File: src/rtl/sram_pkg.sv
// Shared types and constants for the asynchronous SRAM controller.
// SRAM_CTRL_TURNAROUND_EN adds the S_TURN dead-bus state after each write.
package sram_pkg;

    localparam int ADDR_W_DEF = 20;
    localparam int DATA_W_DEF = 8;

    localparam logic RW_READ  = 1'b1;
    localparam logic RW_WRITE = 1'b0;

    typedef enum logic [2:0] {
        S_IDLE     = 3'd0,
        S_WR_SETUP = 3'd1,
        S_WR_PULSE = 3'd2,
        S_WR_HOLD  = 3'd3,
        S_RD       = 3'd4
`ifdef SRAM_CTRL_TURNAROUND_EN
        ,
        S_TURN     = 3'd5
`endif
    } state_e;

    // Counter must hold max(N)-1 with one spare bit of headroom.
    function automatic int wait_cnt_w(input int wr_cycles, input int rd_cycles);
        int m;
        m = (wr_cycles > rd_cycles) ? wr_cycles : rd_cycles;
        return $clog2(m) + 1;
    endfunction

endpackage

File: src/rtl/sram_controller_if.sv
// Client request bus. Handshake: a request is taken on a rising edge where
// ready=1 and mem=1; rw/addr/data2ram are qualified by mem, mem with ready=0 is dropped.
interface sram_controller_if #(
    parameter int ADDR_W = 20,
    parameter int DATA_W = 8
);
    logic              mem;
    logic              rw;
    logic [ADDR_W-1:0] addr;
    logic [DATA_W-1:0] data2ram;
    logic              ready;
    logic [DATA_W-1:0] data2fpga;

    modport master (
        output mem, rw, addr, data2ram,
        input  ready, data2fpga
    );

    modport slave (
        input  mem, rw, addr, data2ram,
        output ready, data2fpga
    );
endinterface

File: src/rtl/sram_wait_timer.sv
// Down-counter shared by the write-pulse and read states: load N-1 on entry,
// done while the count sits at zero.
module sram_wait_timer #(
    parameter int CNT_W = 2
) (
    input  logic             clk,
    input  logic             rst_n,
    input  logic             load,
    input  logic [CNT_W-1:0] load_val,
    output logic             done
);
    logic [CNT_W-1:0] cnt_q, cnt_d;

    always_comb begin
        cnt_d = cnt_q;
        if (load) begin
            cnt_d = load_val;
        end else if (cnt_q != '0) begin
            cnt_d = cnt_q - 1'b1;
        end
    end

    always_ff @(posedge clk or negedge rst_n) begin
        if (!rst_n) begin
            cnt_q <= '0;
        end else begin
            cnt_q <= cnt_d;
        end
    end

    assign done = (cnt_q == '0);
endmodule

File: src/rtl/sram_controller.sv
// Single-beat responder for a 1M x 8 asynchronous SRAM; all pins registered.
// Optional macro SRAM_CTRL_TURNAROUND_EN inserts one dead-bus cycle after writes.
module sram_controller
    import sram_pkg::*;
#(
    parameter int ADDR_W    = ADDR_W_DEF,
    parameter int DATA_W    = DATA_W_DEF,
    parameter int WR_CYCLES = 1,
    parameter int RD_CYCLES = 2
) (
    input  logic              clk,
    input  logic              rst_n,
    sram_controller_if.slave  req,
    output logic [ADDR_W-1:0] sram_addr,
    output logic              sram_ce_n,
    output logic              sram_oe_n,
    output logic              sram_we_n,
    output logic [DATA_W-1:0] sram_dq_o,
    output logic              sram_dq_oe,
    input  logic [DATA_W-1:0] sram_dq_i
);
    localparam int CNT_W = wait_cnt_w(WR_CYCLES, RD_CYCLES);
    localparam logic [CNT_W-1:0] WR_LOAD = CNT_W'(WR_CYCLES - 1);
    localparam logic [CNT_W-1:0] RD_LOAD = CNT_W'(RD_CYCLES - 1);

    state_e            state_q, state_d;
    logic [ADDR_W-1:0] addr_q, addr_d;
    logic [DATA_W-1:0] dq_o_q, dq_o_d;
    logic [DATA_W-1:0] data2fpga_q, data2fpga_d;
    logic              ce_n_q, ce_n_d;
    logic              oe_n_q, oe_n_d;
    logic              we_n_q, we_n_d;
    logic              dq_oe_q, dq_oe_d;
    logic              tmr_load;
    logic [CNT_W-1:0]  tmr_val;
    logic              tmr_done;

    sram_wait_timer #(.CNT_W(CNT_W)) u_wait_timer (
        .clk      (clk),
        .rst_n    (rst_n),
        .load     (tmr_load),
        .load_val (tmr_val),
        .done     (tmr_done)
    );

    always_comb begin
        state_d     = state_q;
        addr_d      = addr_q;
        dq_o_d      = dq_o_q;
        data2fpga_d = data2fpga_q;
        tmr_load    = 1'b0;
        tmr_val     = '0;

        case (state_q)
            S_IDLE: begin
                if (req.mem) begin
                    addr_d = req.addr;
                    if (req.rw == RW_READ) begin
                        state_d  = S_RD;
                        tmr_load = 1'b1;
                        tmr_val  = RD_LOAD;
                    end else begin
                        state_d = S_WR_SETUP;
                        dq_o_d  = req.data2ram;
                    end
                end
            end
            S_WR_SETUP: begin
                state_d  = S_WR_PULSE;
                tmr_load = 1'b1;
                tmr_val  = WR_LOAD;
            end
            S_WR_PULSE: begin
                if (tmr_done) state_d = S_WR_HOLD;
            end
            S_WR_HOLD: begin
`ifdef SRAM_CTRL_TURNAROUND_EN
                state_d = S_TURN;
`else
                state_d = S_IDLE;
`endif
            end
            S_RD: begin
                if (tmr_done) begin
                    data2fpga_d = sram_dq_i;
                    state_d     = S_IDLE;
                end
            end
`ifdef SRAM_CTRL_TURNAROUND_EN
            S_TURN: state_d = S_IDLE;
`endif
            default: state_d = S_IDLE;
        endcase

        // Pins are decoded from the next state so they change on the same edge as the state.
        ce_n_d  = 1'b1;
        oe_n_d  = 1'b1;
        we_n_d  = 1'b1;
        dq_oe_d = 1'b0;
        case (state_d)
            S_WR_SETUP: begin
                ce_n_d  = 1'b0;
                dq_oe_d = 1'b1;
            end
            S_WR_PULSE: begin
                ce_n_d  = 1'b0;
                we_n_d  = 1'b0;
                dq_oe_d = 1'b1;
            end
            S_WR_HOLD: begin
                ce_n_d  = 1'b0;
                dq_oe_d = 1'b1;
            end
            S_RD: begin
                ce_n_d = 1'b0;
                oe_n_d = 1'b0;
            end
            default: ;
        endcase
    end

    always_ff @(posedge clk or negedge rst_n) begin
        if (!rst_n) begin
            state_q     <= S_IDLE;
            addr_q      <= '0;
            dq_o_q      <= '0;
            data2fpga_q <= '0;
            ce_n_q      <= 1'b1;
            oe_n_q      <= 1'b1;
            we_n_q      <= 1'b1;
            dq_oe_q     <= 1'b0;
        end else begin
            state_q     <= state_d;
            addr_q      <= addr_d;
            dq_o_q      <= dq_o_d;
            data2fpga_q <= data2fpga_d;
            ce_n_q      <= ce_n_d;
            oe_n_q      <= oe_n_d;
            we_n_q      <= we_n_d;
            dq_oe_q     <= dq_oe_d;
        end
    end

    assign req.ready     = (state_q == S_IDLE);
    assign req.data2fpga = data2fpga_q;
    assign sram_addr     = addr_q;
    assign sram_ce_n     = ce_n_q;
    assign sram_oe_n     = oe_n_q;
    assign sram_we_n     = we_n_q;
    assign sram_dq_o     = dq_o_q;
    assign sram_dq_oe    = dq_oe_q;
endmodule
File: src/flat_wrapper.sv
// flat-port wrapper written by rule: the top's interface ports become plain ports
module sram_controller_flat import sram_pkg::*;
#(
    parameter int ADDR_W    = ADDR_W_DEF,
    parameter int DATA_W    = DATA_W_DEF,
    parameter int WR_CYCLES = 1,
    parameter int RD_CYCLES = 2
)
  (clk, rst_n, sram_addr, sram_ce_n, sram_oe_n, sram_we_n, sram_dq_o, sram_dq_oe, sram_dq_i, req_mem, req_rw, req_addr, req_data2ram, req_ready, req_data2fpga);
  sram_controller_if #(.ADDR_W(ADDR_W), .DATA_W(DATA_W)) req_i ();
  input  logic clk;
  input  logic rst_n;
  output logic [ADDR_W-1:0] sram_addr;
  output logic sram_ce_n;
  output logic sram_oe_n;
  output logic sram_we_n;
  output logic [DATA_W-1:0] sram_dq_o;
  output logic sram_dq_oe;
  input  logic [DATA_W-1:0] sram_dq_i;
  input wire logic [$bits(req_i.mem)-1:0] req_mem;
  input wire logic [$bits(req_i.rw)-1:0] req_rw;
  input wire logic [$bits(req_i.addr)-1:0] req_addr;
  input wire logic [$bits(req_i.data2ram)-1:0] req_data2ram;
  output wire logic [$bits(req_i.ready)-1:0] req_ready;
  output wire logic [$bits(req_i.data2fpga)-1:0] req_data2fpga;
  assign req_i.mem = req_mem;
  assign req_i.rw = req_rw;
  assign req_i.addr = req_addr;
  assign req_i.data2ram = req_data2ram;
  assign req_ready = req_i.ready;
  assign req_data2fpga = req_i.data2fpga;
  sram_controller #(.ADDR_W(ADDR_W), .DATA_W(DATA_W), .WR_CYCLES(WR_CYCLES), .RD_CYCLES(RD_CYCLES)) u_core (.clk(clk), .rst_n(rst_n), .req(req_i), .sram_addr(sram_addr), .sram_ce_n(sram_ce_n), .sram_oe_n(sram_oe_n), .sram_we_n(sram_we_n), .sram_dq_o(sram_dq_o), .sram_dq_oe(sram_dq_oe), .sram_dq_i(sram_dq_i));
endmodule
File: config.mk
export PLATFORM = sky130hd
export DESIGN_NAME = sram_controller_flat
export DESIGN_NICKNAME = d
export VERILOG_FILES = /design/src/rtl/sram_pkg.sv /design/src/rtl/sram_controller_if.sv /design/src/rtl/sram_wait_timer.sv /design/src/rtl/sram_controller.sv /design/src/flat_wrapper.sv
export SDC_FILE = /design/constraint.sdc
export NUM_CORES = 1
export LEC_CHECK = 0
export CAP_MARGIN = 20
export CORE_MARGIN = 2
export CORE_UTILIZATION = 35
export DETAILED_ROUTE_END_ITERATION = 7
export GPL_TIMING_DRIVEN = 0
export PLACE_DENSITY_LB_ADDON = 0.2
export SETUP_SLACK_MARGIN = 0.02
export SLEW_MARGIN = 0
export SYNTH_ARGS = -nofsm -noshare
export SYNTH_HDL_FRONTEND = slang
export SYNTH_SLANG_ARGS = --single-unit
File: constraint.sdc
create_clock -name clk -period 3.15 [get_ports clk]
set_input_delay 0.63 -clock clk [delete_from_list [all_inputs] [get_ports clk]]
set_output_delay 0.63 -clock clk [all_outputs]
set_load 0.05 [all_outputs]
==> flow_results.org, run 1 <==
** Status
- Status :: finished, final reports clean

** Detailed routing
- Detailed routing inserted a total of around 1200 vias.
- Number of design-rule violations left by the first detailed-router iteration :: 52
- Total wirelength of the detailed-routed design :: roughly 3800 um
- Dividing the detail-routed wire length by the instance count gives 13.8 um.
- The pre-antenna-repair detailed-routing pass consisted of 4 iterations.
- Antenna viol nets, final :: 0
- Remaining design rule violation count :: 0
- Post-DR vias/cell :: 4.45

** Critical path
- The critical path is of the reg -> out type.
- Cell chain of the critical path :: buf_6 -> nor3_2 -> clkdlybuf4s50_1
- Worst reg2reg path endpoint :: u_core.req.data2fpga[7]
- Data arrives at the worst endpoint at 1860 ps.
- Required time of the critical path :: approximately 2500 ps
- In this run the register-to-register setup slack is between 1000 and 1500 ps.
- For this run, the slowest stage of the critical path takes 830 ps.
- Counting cells, the worst reg-to-reg path comes to 5.
- STA classifies the critical path endpoint as an output port.
- Startpoint Class :: flop
- Capturing instance or port of the critical path :: req_ready
- Slowest cell on the critical path :: sky130_fd_sc_hd__clkdlybuf4s50_1
- Tracing the worst setup path back leads to its startpoint at u_core.state_q[0].
- Along the worst path, the maximum fanout reaches 9.
- The startpoint identified for the worst register-to-register timing path is u_core.u_wait_timer.cnt_q[0].

** Global routing
- Global route total overflow :: 0
- Via count of the first global-routing pass :: about 1400
- The first global-routing pass estimated about 6600 um of wire.
- Across every metal layer, demand over resource in global routing totals 0.139.
- The initial antenna violation count is 0.
- Entering global routing, the biggest net connects 24 pins.

** Floorplan
- 81 I/O pins were placed.
- Std-Cell Core Area :: a little over 0.005 mm2
- Starting Density :: 0.362
- Die outline width :: ~76 um
- The die is between 70 and 80 um tall.
- After floorplanning, the core was divided into 26 placement rows.
- Floorplan die area :: about 0.0058 mm2

** Yosys
- Most common cell in the synthesized netlist :: sky130_fd_sc_hd__dfrtp_1
- Mean post-synth cell area :: about 16 um2
- The largest total area in the synthesized netlist belongs to sky130_fd_sc_hd__dfrtp_1.
- Synth Register Bits :: 45
- Top_reg_cell synth :: sky130_fd_sc_hd__dfrtp_1
- Fraction of the yosys area taken by sequential cells :: 0.615
- The share of synthesized area in the top cell type comes to 0.572.
- Number of warnings issued by yosys :: 0
- Top cells by area in the synthesized netlist :: sky130_fd_sc_hd__dfrtp_1 (57%), sky130_fd_sc_hd__mux2_2 (11%), sky130_fd_sc_hd__mux2_4 (8.2%)
- Number of synthesized flops with an enable pin :: 0
- Library cells used by synthesis :: 27
- Cells after Synth :: between 100 and 150
- Share of async-settable or async-resettable flops after synthesis :: 1.00
- Commonest cells post-synth :: sky130_fd_sc_hd__dfrtp_1 (42), sky130_fd_sc_hd__mux2_2 (18), sky130_fd_sc_hd__mux2_4 (10)
- The cell area that synthesis handed to floorplanning was around 0.0018 mm2.
- Syn Nets :: between 150 and 200

** Cells and area
- Fraction of layout cells with a size suffix above 1 :: 0.245
- At the end of the flow, the number of nets in the layout was between 200 and 250.
- Final Instance Count excl. Fillers :: roughly 270
- FF+latch area :: between 0.001 and 0.0015 mm2
- After filler insertion, the fill cell instance count of the layout stands at 430.
- Final core utilization :: 0.558
- Area Growth Syn to Fin :: 54.1%
- Multi-input logic area :: approximately 650 um2
- 0 antenna diodes ended up in the layout.

** Clocking
- The cell sitting at the root of the clock tree is a sky130_fd_sc_hd__clkbuf_8.
- TritonCTS Buffers :: 5
- Max clock buf depth :: 2
- After clock tree synthesis, the setup repair step added 0 buffers.
- Total clock sinks :: 45
- CTS hold repair buffers :: 0
- Clock-pin slew was measured on the worst setup and hold paths at roughly 80 ps.
- The H-tree generated during clock tree synthesis spans 2 levels.
- Clock tree from TritonCTS :: built
- CTS resizes :: 0
- The later pin in the worst-skew pair is clocked with a latency of just under 300 ps.

** Worst hold path
- In this run the worst hold path is classified as in -> async.

** STA
- The final count of hold timing violations was 0.
- Pin slew with the least headroom to its limit :: 558 ps
- Unrepaired setup endpoints after global routing :: no
- Setup violations remaining at the end of the flow were counted as 0.
- The count of final max-slew check failures was 0.
- Of the available clock period, the critical path in the final layout requires 0.791.
- The worst pin sits at a relative slew slack of 0.628.
- The worst path in the final design needs a cycle of roughly 2500 ps, including I/O delays and setup.
- Sum of negative setup slack :: 0 ps
- Max Fclk :: between 400 and 500 MHz
- Setup skew after layout :: 2.82 ps

** Placement
- Placed Cells :: around 270
- Routability-driven placement finished with a final weighted congestion of approximately 0.69.
- During placement, the flow inserted port buffers numbering 80.
- Summed over all nets, the half-perimeter wirelength after detailed placement is roughly 2900 um.

** Job
- Count of maximum capacitance violations :: 0
metrics by stage:
stage | instance area, um2 | worst slack (ps) | hold slack, ps
3_3_place_gp | 2730 | 345 | 470
3_5_place_dp | 2750 | 934 | 479
5_1_grt | 2830 | 550 | 363
4_1_cts | 2830 | 632 | 334
6_report | 2830 | 658 | 326
2_1_floorplan | 1840 | 1230 | 334
kinds of logic (layout without fill, tap and decap cells):
logic type / after synthesis / in the layout / share of synthesized area
AO/OA/AOI/OAI: 7 / 7 / 0.0279
AND/OR/NAND/NOR: 16 / 16 / 0.0661
multiplexers: 36 / 36 / 0.241
adder cells (fa/ha/maj): 1 / 1 / 0.00681
flip-flops: 45 / 45 / 0.615
XOR/XNOR: 2 / 2 / 0.00954
buffers and inverters: 8 / 97 / 0.0334
layer usage:
layer,GRT usage,wire (um)
met1,0.169,1500
met2,0.243,1970
met3,0.0438,286
met4,0.0273,24
met5,0,0
layout make-up:
cell class	instances	area share
buffer	5	0.0177
clock buffer	6	0.0256
clock inverter	2	0.00354
inverter	3	0.00398
multi-input combinational	62	0.228
sequential	45	0.399
tap	70	0.0309
timing repair buffer	81	0.291
placed cells by master, fill, tap and decap left out, types with 3 or more instances in the layout:
master                             n
sky130_fd_sc_hd__mux2_2           18
sky130_fd_sc_hd__nand2_1           3
sky130_fd_sc_hd__inv_1             3
sky130_fd_sc_hd__dfstp_2           3
sky130_fd_sc_hd__dfrtp_1          42
sky130_fd_sc_hd__clkdlybuf4s50_1  79
sky130_fd_sc_hd__mux2_1            8
sky130_fd_sc_hd__mux2_4           10
sky130_fd_sc_hd__clkbuf_8          5
sky130_fd_sc_hd__nor2_1            3
sky130_fd_sc_hd__buf_6             4
flip-flops by register name, summed over array words and instances (netlist names):
name	count
u_core.sram_ce_n	1
u_core.u_wait_timer.cnt_q	2
u_core.sram_addr	20
u_core.sram_dq_o	8
u_core.sram_oe_n	1
u_core.sram_we_n	1
u_core.state_q	3
u_core.req.data2fpga	8
u_core.sram_dq_oe	1
worst max-delay path, delay by kind of cell (launching register included):
kind          cells  cell delay [ps]
simple gates      1              220
flops             1              370
buf+inv           2              980
how the worst min path moves through the flow:
| stage | slack [ps] | cells past startpoint | to | start |
|---|---|---|---|---|
| finish | 330 | 1 | u_core.state_q[2] | rst_n |
| global route | 360 | 1 | u_core.sram_dq_o[5] | rst_n |
| CTS | 330 | 1 | u_core.req.data2fpga[2] | rst_n |
| detailed placement | 480 | 1 | u_core.sram_addr[17] | u_core.sram_addr[17] |
| global placement | 470 | 1 | u_core.sram_addr[13] | u_core.sram_addr[13] |
| floorplan | 330 | 0 | u_core.req.data2fpga[0] | rst_n |
Power of run 1 is not shown: default switching activity piles up to over one toggle a cycle in this logic, so the estimate is an artifact.
==> run 2: changes to the inputs <==
==> constraint.sdc (replaced) <==
create_clock -name clk -period 2.5 [get_ports clk]
set_input_delay 0.5 -clock clk [delete_from_list [all_inputs] [get_ports clk]]
set_output_delay 0.5 -clock clk [all_outputs]
set_load 0.05 [all_outputs]
==> results of run 2 <==
Same layout as run 1 (identical final DEF). Status: finished, final reports clean.
Among the figures that moved: setup slack after placement 934 ps -> 414 ps; setup slack after layout 658 ps -> 138 ps; hold slack 326 ps -> 196 ps; register-to-register setup slack 1450 ps -> 800 ps
Power of run 2 is left out for the same reason.
==> run 3: changes to the inputs <==
--- a/config.mk
+++ b/config.mk
@@ -16,3 +16,4 @@
 export SYNTH_ARGS = -nofsm -noshare
 export SYNTH_HDL_FRONTEND = slang
 export SYNTH_SLANG_ARGS = --single-unit
+export TNS_END_PERCENT = 5
==> constraint.sdc (replaced) <==
create_clock -name clk -period 2.4 [get_ports clk]
set_input_delay 0.48 -clock clk [delete_from_list [all_inputs] [get_ports clk]]
set_output_delay 0.48 -clock clk [all_outputs]
set_load 0.05 [all_outputs]
==> flow_results.org, run 3 (same netlist as run 1, synthesis figures left out) <==
** Worst hold path
- Type of the tightest min-delay check :: in -> async

** Cells and area
- Final Instance Count excl. Fillers :: between 200 and 300
- Final Instance Area :: between 0.002 and 0.003 mm2
- For this run, the post-layout net count is 244.
- Leading cell type in the layout, fill and taps excluded :: sky130_fd_sc_hd__clkdlybuf4s50_1
- Multi-input logic area :: roughly 650 um2
- In the layout the commonest cells are sky130_fd_sc_hd__clkdlybuf4s50_1 (78), sky130_fd_sc_hd__dfrtp_1 (42), sky130_fd_sc_hd__mux2_2 (18).
- Registers take 0.00113 mm2.
- From synthesis to final layout, the design area changed by 54.2%.
- The register with the most flip-flops in the layout has 20 of them.
- Fraction of layout cells with a size suffix above 1 :: 0.245
- Count of fill cells added during filler insertion :: 430
- 0 antenna diodes ended up in the layout.

** Clocking
- Max clock buf depth :: 2
- CTS hold repair buffers :: 0
- Total clock sinks :: between 40 and 50
- In this run the number of H-tree levels came out at 2.
- Clock tree from TritonCTS :: built
- Post-CTS clock slew at the launch and capture registers of the worst setup and hold paths :: 80 ps
- At the later pin of the worst-skew pair, clock insertion delay measures 290 ps.
- Buffers inserted during clock tree synthesis total 5.
- Root Buffer :: sky130_fd_sc_hd__clkbuf_8
- Buffer count from post-CTS setup fixing :: 0

** Critical path
- Traced cell by cell, the critical path runs through clkdlybuf4s50_1.
- Required time of the critical path :: ~1900 ps
- In this design, the stage delay of the slowest critical-path cell is approximately 800 ps.
- Beginning of the worst register-to-register path :: u_core.u_wait_timer.cnt_q[0]
- The setup path with the least slack is of type reg -> out.
- Crit path depth :: 1
- The slowest stage of the critical path belongs to the cell sky130_fd_sc_hd__clkdlybuf4s50_1.
- Worst Path Arrival :: 1600 ps
- Buffers plus inverters on the worst setup path :: 1
- Measured in cells, the most critical reg-to-reg path has a length of 5.
- The critical path starts at u_core.sram_ce_n.
- STA classifies the critical path endpoint as an output port.
- Capturing instance or port of the critical path :: sram_ce_n
- The worst setup path is launched from a flop.
- Reg2reg setup slack :: about 700 ps
- Of all nets on the critical path, the largest fanout is 1.
- Grouping stages by cell kind, the critical path spends the most delay in buffers and inverters.
- In this run the critical register-to-register path is captured at u_core.req.data2fpga[7].

** STA
- Measured against its own limit, the worst slew margin works out to 0.628.
- Pin slew with the least headroom to its limit :: approximately 560 ps
- Final period util :: 0.865
- Sum of negative setup slack :: 0 ps
- Total setup violations reported at the end of the flow :: 0
- Setup repair after global routing left no endpoint under its margin.
- The worst path needs 2080 ps of the cycle, external delays included.
- The count of final max-slew check failures came to 0.
- Timing would allow up to 482 MHz.
- Fin worst setup slack :: roughly 320 ps
- The final count of hold timing violations came to 0.
- Across the routed clock network, the largest skew measured is 2.82 ps.

** Detailed routing
- After detailed routing, the average wire length per cell comes to ~14 um.
- Using the TritonRoute via totals, the vias-per-cell ratio works out to ~4.5.
- Remaining design rule violation count :: 0
- Number of design-rule violations left by the first detailed-router iteration :: between 50 and 60
- Wires add up to about 3800 um.
- Vias post-DR :: approximately 1200
- Antenna viol nets, final :: 0
- The first detailed-routing pass took 4 iterations.

** Floorplan
- Starting Density :: 0.362
- The die covers ~0.006 mm2.
- Std-Cell Core Area :: 0.00507 mm2
- The die is roughly 76 um tall.
- Number of I/O pins :: between 80 and 90
- Die outline width :: ~76 um
- Cell Rows :: 26

** Global routing
- Entering global routing, the biggest net connects 24 pins.
- The first global-routing pass estimated approximately 6600 um of wire.
- Summed over all layers, the global routing overflow is 0.
- Via count of the first global-routing pass :: around 1400
- The initial antenna violation count came to 0.
- Global routing usage summed across all routing layers :: 0.139

** Placement
- After legalization and detailed placement, the total HPWL measured roughly 2900 um.
- At the end of routability-driven placement, the weighted congestion stood at about 0.69.
- In this run the tool buffered the top-level ports with 80 buffer cells.
- Including well taps, the total number of placed cells is ~270.
- Area of placed instances :: approximately 0.0027 mm2
- At the placement stage, the worst setup path has a slack of about 330 ps.

** Job
- Count of maximum capacitance violations :: 0

** Status
- Status :: finished, final reports clean
## run 3: area by class of cell
cell class                      count  share of cell area
Timing Repair Buffer               81               0.292
Multi-Input combinational cell     62               0.228
Clock buffer                        6              0.0256
Inverter                            3             0.00398
Buffer                              5              0.0177
Clock inverter                      2             0.00353
Tap cell                           70              0.0309
Sequential cell                    45               0.399
## run 3: layer usage
layer / global-route usage / share of wire / up-vias
met5: 0 / 0 / -
met4: 0.0273 / 0.0063 / 0
met3: 0.0438 / 0.075 / 4
met2: 0.243 / 0.52 / 55
met1: 0.169 / 0.40 / 587
li1: - / - / 574
## run 3: worst register-to-register path, delay by kind of cell, from the launching register on
family / cells / cell delay (ps)
fa+ha+maj: 1 / 260
buf+inv: 1 / 60
flops: 1 / 400
mux: 1 / 390
simple gates: 2 / 480
## run 3: stage by stage
stage | hold slack, ps | util
6_report | 176 | 0.558
5_1_grt | 213 | 0.558
4_1_cts | 184 | 0.558
3_5_place_dp | 479 | 0.541
3_3_place_gp | 470 | 0.537
2_1_floorplan | 184 | -
## run 3: worst min path at each step
stage	from	endpoint	slack, ps
after floorplan	rst_n	u_core.req.data2fpga[0]	180
after global placement	u_core.sram_addr[13]	u_core.sram_addr[13]	470
after detailed placement	u_core.sram_addr[17]	u_core.sram_addr[17]	480
after CTS	rst_n	u_core.req.data2fpga[2]	180
after global routing	rst_n	u_core.sram_dq_o[5]	210
final	rst_n	u_core.state_q[2]	180
## run 3: what timing repair did
item,in CTS,in global routing
hold endpoints to repair,0,0
resized for setup,0,1
endpoints found under the setup margin,0,1
Power of run 3 is left out for the same reason.
